**config.mk**
```make
export PLATFORM = sky130hd
export DESIGN_NAME = logic_unit_pipe
export DESIGN_NICKNAME = d
export VERILOG_FILES = /design/src/rtl/logic_unit_pkg.sv /design/src/rtl/logic_unit_core.sv /design/src/rtl/logic_unit_pipe.sv
export SDC_FILE = /design/constraint.sdc
export NUM_CORES = 1
export LEC_CHECK = 0
export BUFFER_PORTS_ARGS = -buffer_cell sky130_fd_sc_hd__buf_2
export CAP_MARGIN = 20
export CELL_PAD_IN_SITES_DETAIL_PLACEMENT = 1
export CELL_PAD_IN_SITES_GLOBAL_PLACEMENT = 2
export CORE_MARGIN = 10
export CORE_UTILIZATION = 35
export DETAILED_ROUTE_END_ITERATION = 6
export PLACE_DENSITY = 0.79
export SLEW_MARGIN = 20
export SYNTH_ARGS = -nofsm -noshare
export SYNTH_HDL_FRONTEND = slang
export SYNTH_SLANG_ARGS = --single-unit
```
**constraint.sdc**
```tcl
create_clock -name clk -period 2 [get_ports clk]
set_input_delay 0.3 -clock clk [delete_from_list [all_inputs] [get_ports clk]]
set_output_delay 0.3 -clock clk [all_outputs]
set_load 0.03 [all_outputs]
```
**src/rtl/logic_unit_pkg.sv**
```systemverilog
// Shared definitions for the pipelined bitwise logic unit.
// Opcode encodings used by logic_unit_core and logic_unit_pipe.
package logic_unit_pkg;

    localparam int OP_W = 3;

    localparam logic [OP_W-1:0] OP_NAND = 3'b000;
    localparam logic [OP_W-1:0] OP_AND  = 3'b001;
    localparam logic [OP_W-1:0] OP_OR   = 3'b010;
    localparam logic [OP_W-1:0] OP_NOR  = 3'b011;
    localparam logic [OP_W-1:0] OP_XOR  = 3'b100;
    localparam logic [OP_W-1:0] OP_XNOR = 3'b101;
    localparam logic [OP_W-1:0] OP_NOTA = 3'b110;
    localparam logic [OP_W-1:0] OP_PASS = 3'b111;

endpackage

```
**src/rtl/logic_unit_core.sv**
```systemverilog
// Combinational WIDTH-bit logic function f(op, a, b).
// Operand b is ignored for NOT A and PASS A.
module logic_unit_core
    import logic_unit_pkg::*;
#(
    parameter int WIDTH = 8
) (
    input  logic [OP_W-1:0]  op,
    input  logic [WIDTH-1:0] a,
    input  logic [WIDTH-1:0] b,
    output logic [WIDTH-1:0] y
);

    always_comb begin
        y = '0;
        unique case (op)
            OP_NAND: y = ~(a & b);
            OP_AND:  y = a & b;
            OP_OR:   y = a | b;
            OP_NOR:  y = ~(a | b);
            OP_XOR:  y = a ^ b;
            OP_XNOR: y = ~(a ^ b);
            OP_NOTA: y = ~a;
            OP_PASS: y = a;
        endcase
    end

endmodule

```
**src/rtl/logic_unit_pipe.sv**
```systemverilog
// Two-stage valid/ready pipelined logic unit with completed-result counter.
// Define LOGIC_UNIT_FLAGS_EN to add registered zero/parity/all-ones flags.
module logic_unit_pipe
    import logic_unit_pkg::*;
#(
    parameter int WIDTH   = 8,
    parameter int COUNT_W = 16
) (
    input  logic               clk,
    input  logic               rst_n,
    input  logic               in_valid,
    output logic               in_ready,
    input  logic [WIDTH-1:0]   in_a,
    input  logic [WIDTH-1:0]   in_b,
    input  logic [OP_W-1:0]    in_op,
    output logic               out_valid,
    input  logic               out_ready,
    output logic [WIDTH-1:0]   out_y,
`ifdef LOGIC_UNIT_FLAGS_EN
    output logic               out_zero,
    output logic               out_parity,
    output logic               out_ones,
`endif
    output logic [COUNT_W-1:0] res_count
);

    typedef struct packed {
        logic [OP_W-1:0]  op;
        logic [WIDTH-1:0] a;
        logic [WIDTH-1:0] b;
    } s1_t;

    logic             s1_valid;
    s1_t              s1_q;
    logic             s1_load;
    logic             s2_load;
    logic [WIDTH-1:0] y_next;

    // A stage may load when it is empty or its contents move on this edge
    assign s2_load  = ~out_valid | out_ready;
    assign s1_load  = ~s1_valid | s2_load;
    assign in_ready = s1_load;

    always_ff @(posedge clk or negedge rst_n) begin
        if (!rst_n) begin
            s1_valid <= 1'b0;
            s1_q     <= '0;
        end else if (s1_load) begin
            s1_valid <= in_valid;
            if (in_valid) begin
                s1_q <= '{op: in_op, a: in_a, b: in_b};
            end
        end
    end

    logic_unit_core #(
        .WIDTH (WIDTH)
    ) u_core (
        .op (s1_q.op),
        .a  (s1_q.a),
        .b  (s1_q.b),
        .y  (y_next)
    );

    always_ff @(posedge clk or negedge rst_n) begin
        if (!rst_n) begin
            out_valid <= 1'b0;
            out_y     <= '0;
        end else if (s2_load) begin
            out_valid <= s1_valid;
            if (s1_valid) begin
                out_y <= y_next;
            end
        end
    end

`ifdef LOGIC_UNIT_FLAGS_EN
    always_ff @(posedge clk or negedge rst_n) begin
        if (!rst_n) begin
            out_zero   <= 1'b0;
            out_parity <= 1'b0;
            out_ones   <= 1'b0;
        end else if (s2_load && s1_valid) begin
            out_zero   <= (y_next == '0);
            out_parity <= ^y_next;
            out_ones   <= (y_next == '1);
        end
    end
`endif

    always_ff @(posedge clk or negedge rst_n) begin
        if (!rst_n) begin
            res_count <= '0;
        end else if (out_valid && out_ready) begin
            res_count <= res_count + COUNT_W'(1);
        end
    end

endmodule

```
======== Word level (Yosys, flattened, before mapping) ========
Index checks and enable logic that the tools add are counted.
storage, ports and cells
  bits in registers ....................... 45
  logic and storage cells ................. 31
  ROM bits ................................ 0
  bits in latches ......................... 0
  output and inout bits ................... 26
  memories kept ........................... 0
  input port bits ......................... 23
  bits in writable memories ............... 0
cells by class
  bitwise gates (word level) .............. 11
  reduce and logical (&&, ||, !) cells .... 4
  div/mod/pow operators ................... 0
  equality and inequality tests ........... 7
  magnitude comparators ................... 0
  muxes and demuxes ....................... 1
  multiply operators ...................... 0
  add/sub/neg operators ................... 1
  shifts and indexed selects .............. 0
operator list
  operator                                                                count
  8-bit one-hot mux with 8 select lines                                   1
  8-bit inverter                                                          4
  16-bit by 1-bit adder with 16-bit output (second input constant)        1
  3-bit equality test (second input constant)                             4
  8-bit bitwise AND                                                       1
  8-bit bitwise OR                                                        1
  8-bit XOR                                                               1
  3-bit by 2-bit equality test with 1-bit output (second input constant)  2
  2-bit AND reduction                                                     2
  3-bit by 1-bit equality test with 1-bit output (second input constant)  1
  3-bit zero test                                                         1
  1-bit inverter                                                          2
  1-bit bitwise OR                                                        2
  1-bit logical AND                                                       1

======== Logic depth before layout (Yosys ltp) ========
Gate-level depths: netlist of the first run.
  depth in word-level cells ............... 4
  mapped depth ............................ 6
  depth with buffers taken out ............ 6

======== Hierarchy ========
Synthesis of the first run repeated with hierarchy kept, for this count alone.
unflattened totals
  cell total of the unflattened synthesis .. 193
  area total of the unflattened synthesis .. 2428.6 µm²
modules (own cells, without submodules)
  module           cells each  seq. area each (µm²)  instances  area each (µm²)
  logic_unit_pipe  118         1126.1                1          1779.2
  logic_unit_core  75          0.0                   1          649.4

======== Least setup slack after synthesis of the first run ========
Ideal clock, no wire load.
  kind .................................... flip-flop to flip-flop
  start ................................... reg out_valid
  end ..................................... reg s1_q[10] in the netlist's numbering
  stages on the path, launching flop included .. 5
  data arrival time ....................... 1.760 ns
  data required time ...................... 1.875 ns
  setup time .............................. 0.125 ns
  setup slack ............................. 0.116 ns
  path buffers ............................ 1
  period minus slack after synthesis ...... 1.884 ns
  cell sequence ........................... dfrtp_1 > nand3b_1 > nand2_2 > buf_4 > mux2_2
on the way
  longest elaborated chain between the ends .. 4
ends and longest elaborated chain
  element                               line                   text
  from (decl)                           logic_unit_pipe.sv:16  output logic out_valid,
  from (signal assigned)                logic_unit_pipe.sv:70  out_valid <= s1_valid;
  1-bit inverter                        logic_unit_pipe.sv:40  assign s2_load = ~out_valid | out_ready;
  1-bit bitwise OR                      logic_unit_pipe.sv:40
  1-bit bitwise OR                      logic_unit_pipe.sv:41  assign s1_load = ~s1_valid | s2_load;
  via in_ready                          logic_unit_pipe.sv:12  output logic in_ready,
  2-bit AND reduction (no source line)  n/a
  to (signal assigned)                  logic_unit_pipe.sv:51  s1_q <= '{op: in_op, a: in_a, b: in_b};
  to (decl)                             logic_unit_pipe.sv:34  s1_t s1_q;
The timed path passes the listed nets, and every way through them passes these cells.
A chain may end at the register's enable or synchronous reset.

======== Worst setup path after layout of the first run ========
  start ................................... reg s1_q[16] in the netlist's numbering
  end ..................................... reg out_y[3]
on the way
  longest elaborated chain between the ends .. 2
  elaborated cells on any way between the ends .. 9
  classes of those cells .................. eq/ne: 7; mux: 1; reduce/logical: 1
ends and longest elaborated chain
  element                                            line                   text
  3-bit equality test, or another cell as far along  logic_unit_core.sv:16  unique case (op)
  8-bit one-hot mux with 8 select lines (*)          logic_unit_core.sv:16
  to (signal assigned)                               logic_unit_pipe.sv:72  out_y <= y_next;
  to (decl)                                          logic_unit_pipe.sv:18  output logic [WIDTH-1:0] out_y,
Mark *: on every way between the ends. The rest lies on a longest branch, timed or not.

==> results of run 1 <==
-- final cells by class --
class                      count  area [sq um]  area share [%]
timing repair buffer          56           300            10.1
sequential                    45          1130            38.1
tap                           96           120            4.06
multi-input combinational    147          1230            41.6
clock buffer                   6          72.6            2.45
clock inverter                 2          15.0           0.507
inverter                      25          93.8            3.17
-- layer usage --
layer | track usage (%) | up-vias | share of wire [%]
li1 | - | 880 | -
met3 | 4.55 | 2 | 7.6
met1 | 12.9 | 887 | 46
met2 | 17.8 | 41 | 47
met4 | 2.06 | 0 | 0.26
met5 | 0 | - | 0
-- metrics by stage --
stage / instances / utilization, % / hold WS (ns) / cell area, sq um
after CTS: 377 / 43.1 / 0.109 / 2960
after global placement: 369 / 41.8 / 0.429 / 2870
final: 377 / 43.1 / 0.0898 / 2960
after global routing: 377 / 43.1 / 0.137 / 2960
after floorplan: 225 / - / 0.00441 / 2510
after detailed placement: 369 / 41.8 / 0.439 / 2870
-- synth_stat cells, types with 2 or more instances --
master    number  share of area, %
inv_1         24               3.6
nand2b_1       3              0.75
nand4_1        2              0.50
a32oi_1        6               2.1
nand2_1       16               2.4
nor3_1         2              0.40
o21ai_1        2              0.40
xor2_1         7               2.4
nand3_1        5               1.0
xnor2_1       12               4.2
ha_1          17               8.5
and3_1         2              0.50
mux2_2        20               9.0
dfrtp_1       45                45
nor2b_1        5               1.2
o22ai_1        3              0.75
and4_1         2              0.70
o21ai_0       11               2.2
buf_4          3              0.90
buf_2          2              0.40
buf_6          2              0.90
and3b_1        3               1.0
mux4_1         3               3.1
a21o_1         3              0.90
nor2_1        10               1.5
-- state kept, by name, summed over array words and instances, names as in the netlist --
signal     flops
out_valid      1
out_y          8
res_count     16
s1_q          19
s1_valid       1
-- worst max-delay path by stage --
stage | endpoint | depth (start not counted) | slack, ns | start
after floorplan | s1_q[10] | 4 | 0.12 | out_valid
after global placement | out_y[5] | 6 | 0.38 | s1_q[13]
after detailed placement | out_y[5] | 6 | 0.28 | s1_q[13]
after CTS | out_y[3] | 5 | 0.28 | s1_q[16]
after global routing | out_y[3] | 5 | 0.1 | s1_q[16]
final | out_y[3] | 5 | 0.30 | s1_q[16]
-- worst reg2reg max path, delay by kind of cell (launching register included) --
kind / cells / cell delay (ns)
DFF: 1 / 0.71
AOI/OAI and AO/OA: 3 / 0.49
buffers and inverters: 1 / 0.24
and+or+nand+nor: 1 / 0.17
-- cells by family after synthesis --
| family | share of synthesized area [%] |
|---|---|
| compound gates | 8.03 |
| xor+xnor | 6.63 |
| fa+ha+maj | 8.47 |
| buf+inv | 6.08 |
| flops | 44.9 |
| mux | 13.4 |
| simple gates | 12.5 |
-- cells in the final DEF, fill, tap and decap left out, drive strengths merged --
| cell | netlist | final |
|---|---|---|
| a211o | 1 | 1 |
| clkinvlp | 0 | 2 |
| nand4 | 2 | 2 |
| mux4 | 4 | 4 |
| o21ai | 14 | 14 |
| ha | 17 | 17 |
| xor2 | 7 | 7 |
| a21o | 3 | 3 |
| o22ai | 3 | 3 |
| a32o | 1 | 1 |
| mux2i | 1 | 1 |
| a32oi | 6 | 6 |
| dfrtp | 45 | 45 |
| nand2 | 18 | 18 |
| nand3 | 5 | 5 |
| a21oi | 1 | 1 |
| nor2 | 10 | 10 |
| and3b | 3 | 3 |
| nand3b | 1 | 1 |
| a221o | 1 | 1 |
| nor2b | 5 | 5 |
| and4 | 2 | 2 |
| nand2b | 3 | 3 |
| nor4 | 1 | 1 |
| nor3 | 2 | 2 |
| and3 | 2 | 2 |
| xnor2 | 12 | 12 |
| mux2 | 20 | 20 |
| buf | 7 | 56 |
| nor4bb | 1 | 1 |
| inv | 25 | 25 |
| and2 | 1 | 1 |
| clkbuf | 1 | 6 |
-- power by group through the flow --
stage / sequential, mW / combinational [mW] / clock [mW]
floorplan: 1.50 / 0.557 / 0
global placement: 1.29 / 1.08 / 0
detailed placement: 1.30 / 1.11 / 0
CTS: 1.29 / 1.11 / 0.603
global route: 1.32 / 1.22 / 0.642
finish: 1.28 / 1.08 / 0.569
==> results.py, run 1 <==
metrics = {
    "run_status": {
        "outcome": "finished clean",
    },
    "detailed_routing": {
        "drt_wl_total_um": 5700,
        "via_count": 1810,
        "drt-wirelength-per-cell_um": 15.1,
        "first_iter_violations": 33,
        "dr.pass1.iters": 4,
        "ant_nets": 0,
        "drc": 0,
        "avgViaCountPerCell": 4.80,
    },
    "setup_path": {
        "cp_top_family": "flip-flops",
        "worstPathArrival_ns": 1.90,
        "cp_data_required_time_ns": 2.20,
        "critPathKind": "reg2reg",
        "cp_max_fo": 18,
        "worst_path_most_repeated_cell": "o21ai_0",
        "worstSetupStartpointType": "flop",
        "reg2reg_from": "s1_q[16]",
        "rrSetupSlack_ns": 0.30,
        "end_kind": "flop",
        "slowest_stage": "dfrtp_1",
        "max_stage_delay_ns": 0.71,
        "worstRegToRegCells": 5,
        "crit_chain": "buf_4, and3b_1, o21ai_0, a32oi_1, o21ai_0",
        "cp.buffers_inverters": 1,
        "reg2reg_to": "out_y[3]",
    },
    "worst_hold_path": {
        "worstHoldPathType": "in2async",
    },
    "synth": {
        "synth_cell_types": 40,
        "synth_area_sq_um": 2510,
        "synth_area_per_cell_sq_um": 11.2,
        "synth_ff_type": "dfrtp_1",
        "yosysWarnings": 0,
        "synthCells": 225,
        "synth-async-reset-ratio_pct": 100,
        "synthesis.nets": 265,
        "ys_seq_area_share_pct": 44.9,
        "synth_edf_count": 0,
        "ys_ff_latch": 45,
    },
    "timing": {
        "drv_slew": 0,
        "fin_worst_skew_ns": 0.00443,
        "setup_violations": 0,
        "max_freq_mhz": 589,
        "period_needed_ns": 1.70,
        "tightest_slew_ns": 0.599,
        "setup_ws_ns": 0.303,
        "layout_worst_path_cycle_share_pct": 84.8,
        "rsz0062_at_grt": "no",
        "fin_setup_tns_ns": 0,
        "relSlewSlack_pct": 59.9,
        "hold_viol": 0,
    },
    "finish": {
        "num-nets-final": 320,
        "antenna_cells": 0,
        "fill_cells": 793,
        "final_layout_size_suffix_gt1_share_pct": 31.7,
        "area_growth_pct": 17.9,
    },
    "clock_tree": {
        "clockBufferDepth": 2,
        "cts_tree": "yes",
        "cts_resized": 0,
        "clk_pin_slew_ns": 0.09,
        "post_cts.repair.setup_buffers": 0,
        "worst_skew_pair.late_latency_ns": 0.29,
        "ctsHoldBuffers": 0,
        "cts_root_buffer": "clkbuf_8",
        "htree_levels": 2,
        "clock-sinks": 45,
        "cts_buffers": 5,
    },
    "global_route": {
        "grt_pass1_vias": 1999,
        "grt_use_total_pct": 10.8,
        "grt_max_degree": 46,
        "antenna_found_initial": 0,
        "overflow": 0,
        "grt_pass1_wl_um": 10000,
    },
    "floorplanning": {
        "io_pins": 49,
        "die_area_sq_um": 11000,
        "start_util_pct": 36.5,
        "fp.dieW_um": 105,
        "fp.dieH_um": 105,
        "rows": 30,
        "core_area_sq_um": 6870,
    },
    "pwr": {
        "power_density_nw_per_um2": 993,
        "irDropWorstVdd_uv": 497,
        "power_frac_comb_pct": 36.9,
        "p_leak_nw": 1.47,
        "seq_power_share_pct": 43.7,
        "p_sw_share_pct": 39.7,
        "finalPower_mw": 2.94,
        "clkPwrFrac_pct": 19.4,
        "p_sw_mw": 1.17,
        "p_int_mw": 1.77,
    },
    "placement": {
        "hpwl_um": 4270,
        "portBuffers": 48,
        "dp_slack_ns": 0.284,
        "place.gp.congestion": 0.733,
    },
    "job": {
        "drv_cap": 0,
    },
}
Note: power is estimated with default switching activity, not from simulation.
==> inputs of run 2 (changes only) <==
--- a/config.mk
+++ b/config.mk
@@ -10,9 +10,9 @@
 export CELL_PAD_IN_SITES_DETAIL_PLACEMENT = 1
 export CELL_PAD_IN_SITES_GLOBAL_PLACEMENT = 2
 export CORE_MARGIN = 10
-export CORE_UTILIZATION = 35
+export CORE_UTILIZATION = 32
 export DETAILED_ROUTE_END_ITERATION = 6
-export PLACE_DENSITY = 0.79
+export PLACE_DENSITY = 0.77
 export SLEW_MARGIN = 20
 export SYNTH_ARGS = -nofsm -noshare
 export SYNTH_HDL_FRONTEND = slang
==> constraint.sdc (replaced) <==
create_clock -name clk -period 1.4 [get_ports clk]
set_input_delay 0.21 -clock clk [delete_from_list [all_inputs] [get_ports clk]]
set_output_delay 0.21 -clock clk [all_outputs]
set_load 0.03 [all_outputs]
==> run 2 against run 1 <==
Effect of this change:
- the flow now finishes with violations (setup timing)
- setup slack got worse by 0.48 ns
- routed wire length rose by 10%
- final cell count rose by 9.8%
- maximum frequency rose by 7.8%
- hold slack improved by 0.038 ns
- cell area rose by 15%
- combinational power rose by 87%
- first-iteration DRC count rose by 36%
- largest cell class unchanged
- critical endpoint is now out_y[6]
- die area rose by 7.6%
- clock power rose by 62%
==> results.py, run 2 (synthesized netlist as in run 1, its figures left out) <==
metrics = {
    "setup_path": {
        "cp_data_required_time_ns": 1.64,
        "worstPathArrival_ns": 1.81,
        "cp_max_fo": 3,
        "end_kind": "flop",
        "critPathKind": "reg2reg",
        "worstSetupStartpointType": "flop",
    },
    "global_route": {
        "grt_max_degree": 46,
        "grt_pass1_wl_um": 10200,
        "grt_use_total_pct": 11.0,
        "overflow": 0,
        "antenna_found_initial": 0,
        "grt_pass1_vias": 2148,
    },
    "detailed_routing": {
        "ant_nets": 0,
        "via_count": 1943,
        "drt_wl_total_um": 6280,
        "first_iter_violations": 45,
        "dr.pass1.iters": 2,
        "avgViaCountPerCell": 4.69,
        "drt-wirelength-per-cell_um": 15.2,
        "drc": 0,
    },
    "pwr": {
        "irDropWorstVdd_uv": 960,
        "power_density_nw_per_um2": 1390,
        "finalPower_mw": 4.74,
        "p_leak_nw": 1.69,
    },
    "finish": {
        "fill_cells": 873,
        "antenna_cells": 0,
        "num-nets-final": 351,
        "area_growth_pct": 35.8,
        "final_cell_mix": "buf_2, dfrtp_1, buf_4",
        "largest_reg_flops": 19,
        "final_common_cell": "buf_2",
        "top_regs": "s1_q x19, res_count x16, out_y x8",
        "final_layout_size_suffix_gt1_share_pct": 47.4,
        "largest_register": "s1_q",
        "final_util_pct": 44.4,
    },
    "clock_tree": {
        "clockBufferDepth": 2,
        "worst_skew_pair.late_latency_ns": 0.31,
        "cts_buffers": 5,
        "cts_root_buffer": "clkbuf_8",
        "cts_tree": "yes",
        "clk_pin_slew_ns": 0.09,
        "htree_levels": 2,
        "clock-sinks": 45,
    },
    "placement": {
        "hpwl_um": 4490,
        "portBuffers": 48,
        "place.gp.congestion": 0.766,
    },
    "timing": {
        "layout_worst_path_cycle_share_pct": 112,
        "setup_violations": 7,
        "tightest_slew_ns": 0.252,
        "setup_ws_ns": -0.174,
        "relSlewSlack_pct": 83.2,
        "hold_viol": 0,
        "period_needed_ns": 1.57,
        "drv_slew": 0,
        "rsz0062_at_grt": "yes",
        "fin_worst_skew_ns": 0.0105,
        "max_freq_mhz": 635,
    },
    "floorplanning": {
        "die_area_sq_um": 11800,
        "fp.dieH_um": 109,
        "rows": 32,
        "core_area_sq_um": 7690,
        "fp.dieW_um": 109,
        "io_pins": 49,
        "start_util_pct": 32.6,
    },
    "run_status": {
        "violations": "setup timing",
        "outcome": "finished with violations",
    },
    "worst_hold_path": {
        "worstHoldPathType": "in2reg",
    },
    "job": {
        "drv_cap": 0,
    },
}
==> run 2: cell types whose count changed in the layout (fill, tap and decap cells not counted), sizes merged <==
cell         previous run  this run
clkinvlp                2         0
clkinv                  0         1
clkbuf                  6         7
dlygate4sd3             0         1
buf                    56        86
==> run 2: area by class of cell <==
class / instances / area (sq um) / area share [%]
multi-input combinational: 147 / 1350 / 39.6
sequential: 45 / 1140 / 33.4
timing repair buffer: 87 / 599 / 17.6
tap: 102 / 128 / 3.74
clock buffer: 7 / 96.3 / 2.83
inverter: 25 / 93.8 / 2.75
clock inverter: 1 / 5.00 / 0.147
==> run 2: repair_timing <==
action | CTS | global route
endpoints found under the setup margin | 9 | 18
hold buffers | 1 | 0
gates resized for setup | 2 | 25
hold endpoints to repair | 45 | 0
setup buffers | 5 | 8
pin swaps | 2 | 7
==> run 2: path summary, 6_finish.rpt <==
path | start | cells past startpoint | slack [ns] | end
setup / recovery | s1_q[14] | 6 | -0.17 | out_y[6]
hold / removal | in_a[6] | 2 | 0.13 | s1_q[14]
setup reg to reg | s1_q[14] | 6 | -0.17 | out_y[6]
hold reg to reg | res_count[15] | 1 | 0.47 | res_count[15]
max in group asynchronous | rst_n | 3 | 0.75 | res_count[4]
min in group asynchronous | rst_n | 3 | 0.41 | out_y[0]
==> run 2: metrics by stage <==
| step | worst slack (ns) | cell area, sq um | setup TNS (ns) | hold WS [ns] | cells |
|---|---|---|---|---|---|
| 5_1_grt | -0.211 | 3410 | -1.21 | 0.119 | 414 |
| 2_1_floorplan | -0.274 | 2560 | -4.31 | -0.0856 | 225 |
| 3_3_place_gp | -0.0906 | 3090 | -0.628 | 0.213 | 392 |
| 4_1_cts | -0.171 | 3240 | -0.822 | 0.124 | 406 |
| 3_5_place_dp | -0.156 | 3090 | -0.982 | 0.220 | 392 |
| 6_report | -0.174 | 3410 | -0.644 | 0.128 | 414 |
==> run 2: layer usage <==
layer	GRT usage, %	up-vias	wire length (um)	share of wire (%)
li1	-	934	-	-
met1	11.9	966	2590	41
met2	19.1	35	3200	51
met3	4.40	8	419	6.7
met4	3.39	0	68	1.1
met5	0	-	0	0
==> run 2: report_power, final <==
group          total [mW]  internal, mW  switching (mW)
Clock               0.920         0.447           0.473
Sequential           1.80          1.58           0.217
Combinational        2.02         0.916            1.11
Total                4.74          2.94            1.80
==> run 2: worst max-delay path: stages (launching register included) <==
cell and delay (ns):
dfrtp_1 0.38, inv_1 0.06, ha_1 0.28, inv_1 0.04, mux4_2 0.46, xor2_1 0.15
o21ai_1 0.12
